==> src/rtl/seq_restoring_divider.sv <==
// Sequential radix-2 restoring divider for unsigned integers.
// It produces one quotient bit per clock and uses valid/ready handshakes on the input and output channels.
module seq_restoring_divider #(
    parameter int WIDTH = 8
) (
    input  logic             clk,
    input  logic             rst_n,
    input  logic             in_valid,
    output logic             in_ready,
    input  logic [WIDTH-1:0] dividend,
    input  logic [WIDTH-1:0] divisor,
    output logic             out_valid,
    input  logic             out_ready,
    output logic [WIDTH-1:0] quotient,
    output logic [WIDTH-1:0] remainder,
    output logic             div_by_zero
);

    localparam int CW = (WIDTH > 2) ? $clog2(WIDTH) : 1;

    typedef enum logic [1:0] {IDLE, RUN, DONE} state_t;

    state_t           state_reg, state_next;
    logic [WIDTH-1:0] shift_reg, shift_next;
    logic [WIDTH-1:0] divisor_reg, divisor_next;
    logic [WIDTH-1:0] prem_reg, prem_next;
    logic [WIDTH-1:0] quotient_reg, quotient_next;
    logic [WIDTH-1:0] remainder_reg, remainder_next;
    logic             dbz_reg, dbz_next;
    logic [CW-1:0]    count_reg, count_next;

    logic [WIDTH:0]   trial;
    logic [WIDTH:0]   diff;
    logic             qbit;

    // The partial remainder is always below the divisor, so trial < 2*divisor.
    // A borrow out of the top bit is therefore exactly "trial < divisor".
    assign trial = {prem_reg, shift_reg[WIDTH-1]};
    assign diff  = trial - {1'b0, divisor_reg};
    assign qbit  = ~diff[WIDTH];

    always_ff @(posedge clk or negedge rst_n) begin
        if (!rst_n) begin
            state_reg     <= IDLE;
            shift_reg     <= '0;
            divisor_reg   <= '0;
            prem_reg      <= '0;
            quotient_reg  <= '0;
            remainder_reg <= '0;
            dbz_reg       <= 1'b0;
            count_reg     <= '0;
        end else begin
            state_reg     <= state_next;
            shift_reg     <= shift_next;
            divisor_reg   <= divisor_next;
            prem_reg      <= prem_next;
            quotient_reg  <= quotient_next;
            remainder_reg <= remainder_next;
            dbz_reg       <= dbz_next;
            count_reg     <= count_next;
        end
    end

    always_comb begin
        state_next     = state_reg;
        shift_next     = shift_reg;
        divisor_next   = divisor_reg;
        prem_next      = prem_reg;
        quotient_next  = quotient_reg;
        remainder_next = remainder_reg;
        dbz_next       = dbz_reg;
        count_next     = count_reg;

        case (state_reg)
            IDLE: begin
                if (in_valid) begin
                    shift_next   = dividend;
                    divisor_next = divisor;
                    if (divisor == '0) begin
                        quotient_next  = '1;
                        remainder_next = dividend;
                        dbz_next       = 1'b1;
                        state_next     = DONE;
                    end else begin
                        count_next = '0;
                        prem_next  = '0;
                        dbz_next   = 1'b0;
                        state_next = RUN;
                    end
                end
            end
            RUN: begin
                prem_next  = qbit ? diff[WIDTH-1:0] : trial[WIDTH-1:0];
                shift_next = {shift_reg[WIDTH-2:0], qbit};
                count_next = count_reg + CW'(1);
                if (count_reg == CW'(WIDTH - 1)) begin
                    quotient_next  = {shift_reg[WIDTH-2:0], qbit};
                    remainder_next = qbit ? diff[WIDTH-1:0] : trial[WIDTH-1:0];
                    state_next     = DONE;
                end
            end
            DONE: begin
                if (out_ready) begin
                    state_next = IDLE;
                end
            end
            default: state_next = IDLE;
        endcase
    end

    assign in_ready    = (state_reg == IDLE);
    assign out_valid   = (state_reg == DONE);
    assign quotient    = quotient_reg;
    assign remainder   = remainder_reg;
    assign div_by_zero = dbz_reg;

endmodule

==> config.mk <==
export PLATFORM = sky130hd
export DESIGN_NAME = seq_restoring_divider
export DESIGN_NICKNAME = d
export VERILOG_FILES = /design/src/rtl/seq_restoring_divider.sv
export SDC_FILE = /design/constraint.sdc
export NUM_CORES = 1
export LEC_CHECK = 0
export ABC_AREA = 1
export ABC_CLOCK_PERIOD_IN_PS = 2800
export BUFFER_PORTS_ARGS = -buffer_cell sky130_fd_sc_hd__buf_2
export CAP_MARGIN = 40
export CORE_ASPECT_RATIO = 0.6
export CORE_MARGIN = 2
export CORE_UTILIZATION = 60
export CTS_CLUSTER_SIZE = 10
export DETAILED_ROUTE_END_ITERATION = 10
export PLACE_DENSITY = 0.86
export SYNTH_ARGS = -nofsm -noshare
export SYNTH_HDL_FRONTEND = slang
export SYNTH_SLANG_ARGS = --single-unit
==> constraint.sdc <==
create_clock -name clk -period 2.8 [get_ports clk]
set_input_delay 0.56 -clock clk [delete_from_list [all_inputs] [get_ports clk]]
set_output_delay 0.56 -clock clk [all_outputs]
set_load 0.01 [all_outputs]
==> results by group <==
Outcome
  – Run status: finished, final reports clean

Placed design
  – Routability cong.: 0.9169
  – Hpwl dp: 4515 um
  – Dpl cells: 405
  – Area after DPL: 0.002735 mm2
  – Number of buffers added on ports: 38

Critical path
  – Critical Path Sink Type: register
  – CP Max Fanout: 20
  – Cell count of the worst reg-to-reg path: 8
  – RR Startpoint: state_reg[0]
  – WP data required: 3.00 ns
  – CP max-delay cell: dfrtp_1
  – Critical Path Most Common Cell: nand2_1
  – Worst Setup SP: state_reg[0]
  – Worst Path Arrival: 2.45 ns
  – Cell Chain, Critical Path: nand2_1 -> nand2_1 -> nand2_1 -> o21bai_2 -> inv_2 -> or2_1 -> nand2_1 -> inv_1
  – CP max stage delay: 0.44 ns
  – Crit path kind: register to register
  – Flop-to-flop setup slack: 0.55 ns
  – Startpoint types: register

Synthesis
  – Number of distinct library cells after synthesis: 28
  – Area contributors post-synth: dfrtp_1 (46%), nand2_1 (11%), nand3_1 (7.8%)
  – Most common cell in the netlist: nand2_1
  – Synth warn: 0
  – Cells after Synth: 322
  – Yosys top cell by area: dfrtp_1
  – Syn avg cell area: 7.791 um2
  – Mapped Area: 0.002509 mm2
  – Area share of the leading cell type in the synthesized netlist: 45.89%
  – Ys async rst share: 100.0%
  – Syn_nets: 353
  – Seq/Total Area, Yosys: 45.89%
  – Post-synth EDFFs: 0
  – Post-synthesis register bit count: 46
  – Most frequent cells after synthesis: nand2_1 (74), inv_1 (51), dfrtp_1 (46)
  – Synth Flop Type: dfrtp_1

Drt
  – Drt drc: 0
  – Vias per std cell: 5.459
  – Vias post-DR: 2,249
  – Post-Route WL: 5871 um
  – First drt pass iteration count: 5
  – Antenna Violating Nets Remaining: 0
  – Avg WL per Cell: 14.25 um
  – Initial DRC count: 159

Finish
  – Fraction of layout cells with a size suffix above 1: 15.47%
  – Ant diodes: 0
  – Fin area: 0.002848 mm2
  – Area growth, synth to finish: 13.52%
  – Nets: 393
  – Final std cells w/o fill: 412

Clock network
  – Cts repair resizes: 0
  – Total CTS buffers: 5
  – CTS max path bufs: 2
  – Post-cts hold buffer count: 0
  – Setup repair bufs after CTS: 0
  – H-tree depth: 2
  – CTS tree: done
  – Clock root buffer: clkbuf_8
  – Reg clk slew, reported paths: 0.09 ns
  – Clock sinks: 46
  – Clock latency at the later pin of the worst-skew pair: 0.30 ns

Floorplan
  – Total die area: 0.004731 mm2
  – Core area: 0.004054 mm2
  – Initial Util: 61.88%
  – IO Pins: 39
  – Row count: 18
  – Die Y: 54.09 um
  – Die width: 87.48 um

Power and ir drop
  – Final Power: 3.644 mW
  – Maximum vdd ir drop: 0.0006141 V
  – PD cells: 1280 mW/mm2
  – Leakage dissipation: 1.558 nW

STA
  – Final worst-path cycle share: 80.32%
  – RSZ-0062 raised after global routing: no
  – Max frequency: 444.6 MHz
  – Worst Tran Pin Value: 0.5393 ns
  – Clk_skew: 0.01144 ns
  – Final-report hold violation count: 0
  – Setup violations, final: 0
  – Setup_tns: 0 ns
  – Final min period: 2.249 ns
  – Max-slew violations: 0
  – Worst slew margin: 64.03%

GRT
  – GRT Util Overall: 27.25%
  – Total gr overflow: 0
  – Vias in the first global route: 1,957
  – First-pass GRT wire length: 9453 um
  – Initial antenna violation count: 0
  – Largest net degree at the start of global routing: 32

Min path
  – Hold WC Path Type: primary input to async pin

Run
  – Max-Cap Viols: 0
-- cell type report --
class                           count  area (um2)
Multi-Input combinational cell    210        1087
Fill cell                         335        1206
Inverter                           57       214.0
Clock buffer                        6       82.58
Timing Repair Buffer               42       220.2
Sequential cell                    46        1151
Clock inverter                      1       30.03
Tap cell                           50       62.56
-- logic make-up (layout without fill, tap and decap cells) --
family | after synthesis | after routing | synth area share (%)
buffers and inverters | 66 | 106 | 10.77
AOI/OAI and AO/OA | 37 | 37 | 9.477
DFF | 46 | 46 | 45.89
adders and majority gates | 11 | 11 | 5.786
xor gates and xnor gates | 3 | 3 | 1.048
and+or+nand+nor | 159 | 159 | 27.03
-- final timing paths --
check,end
worst max-delay path,remainder[1]
worst min-delay path,divisor_reg[7]
worst max register to register,remainder[1]
worst min register to register,quotient[7]
max in group asynchronous,prem_reg[4]
min in group clk,state_reg[1]
-- power breakdown --
group	internal (mW)	switching, mW	total [mW]
sequential	0.958	0.166	1.12
clock	0.286	0.222	0.508
combinational	0.703	1.31	2.01
total	1.95	1.70	3.64
-- cell usage in the layout (no fill, tap or decap), types with 10 or more instances in the layout --
cell,netlist,routed
ha_1,10,10
nor2_1,35,35
inv_1,51,51
nand2_1,74,74
buf_2,3,38
o21ai_0,16,16
dfrtp_1,46,46
nand3_1,39,39
-- stage by stage --
step	hold WS (ns)	util (%)	setup slack, ns
6_report	0.1560	70.25	0.5510
5_1_grt	0.1766	70.25	0.3315
4_1_cts	0.1669	70.25	0.5782
3_5_place_dp	0.4726	67.47	0.5781
3_3_place_gp	0.4649	67.47	0.5648
2_1_floorplan	0.2644	-	0.8989
-- worst max-delay path, delay by kind of cell (launching register included) --
kind            cells  cell delay, ns
simple gates        5            1.13
buf+inv             2            0.31
flops               1            0.44
compound gates      1            0.26
-- per-layer routing --
metal,vias up,GRT usage (%),wire (um)
met5,-,0,0
met4,0,5.641,29
met3,5,8.896,606
met2,124,36.36,2217
met1,1023,42.44,3017
li1,1097,-,-
(Power assumes the default switching activity.)
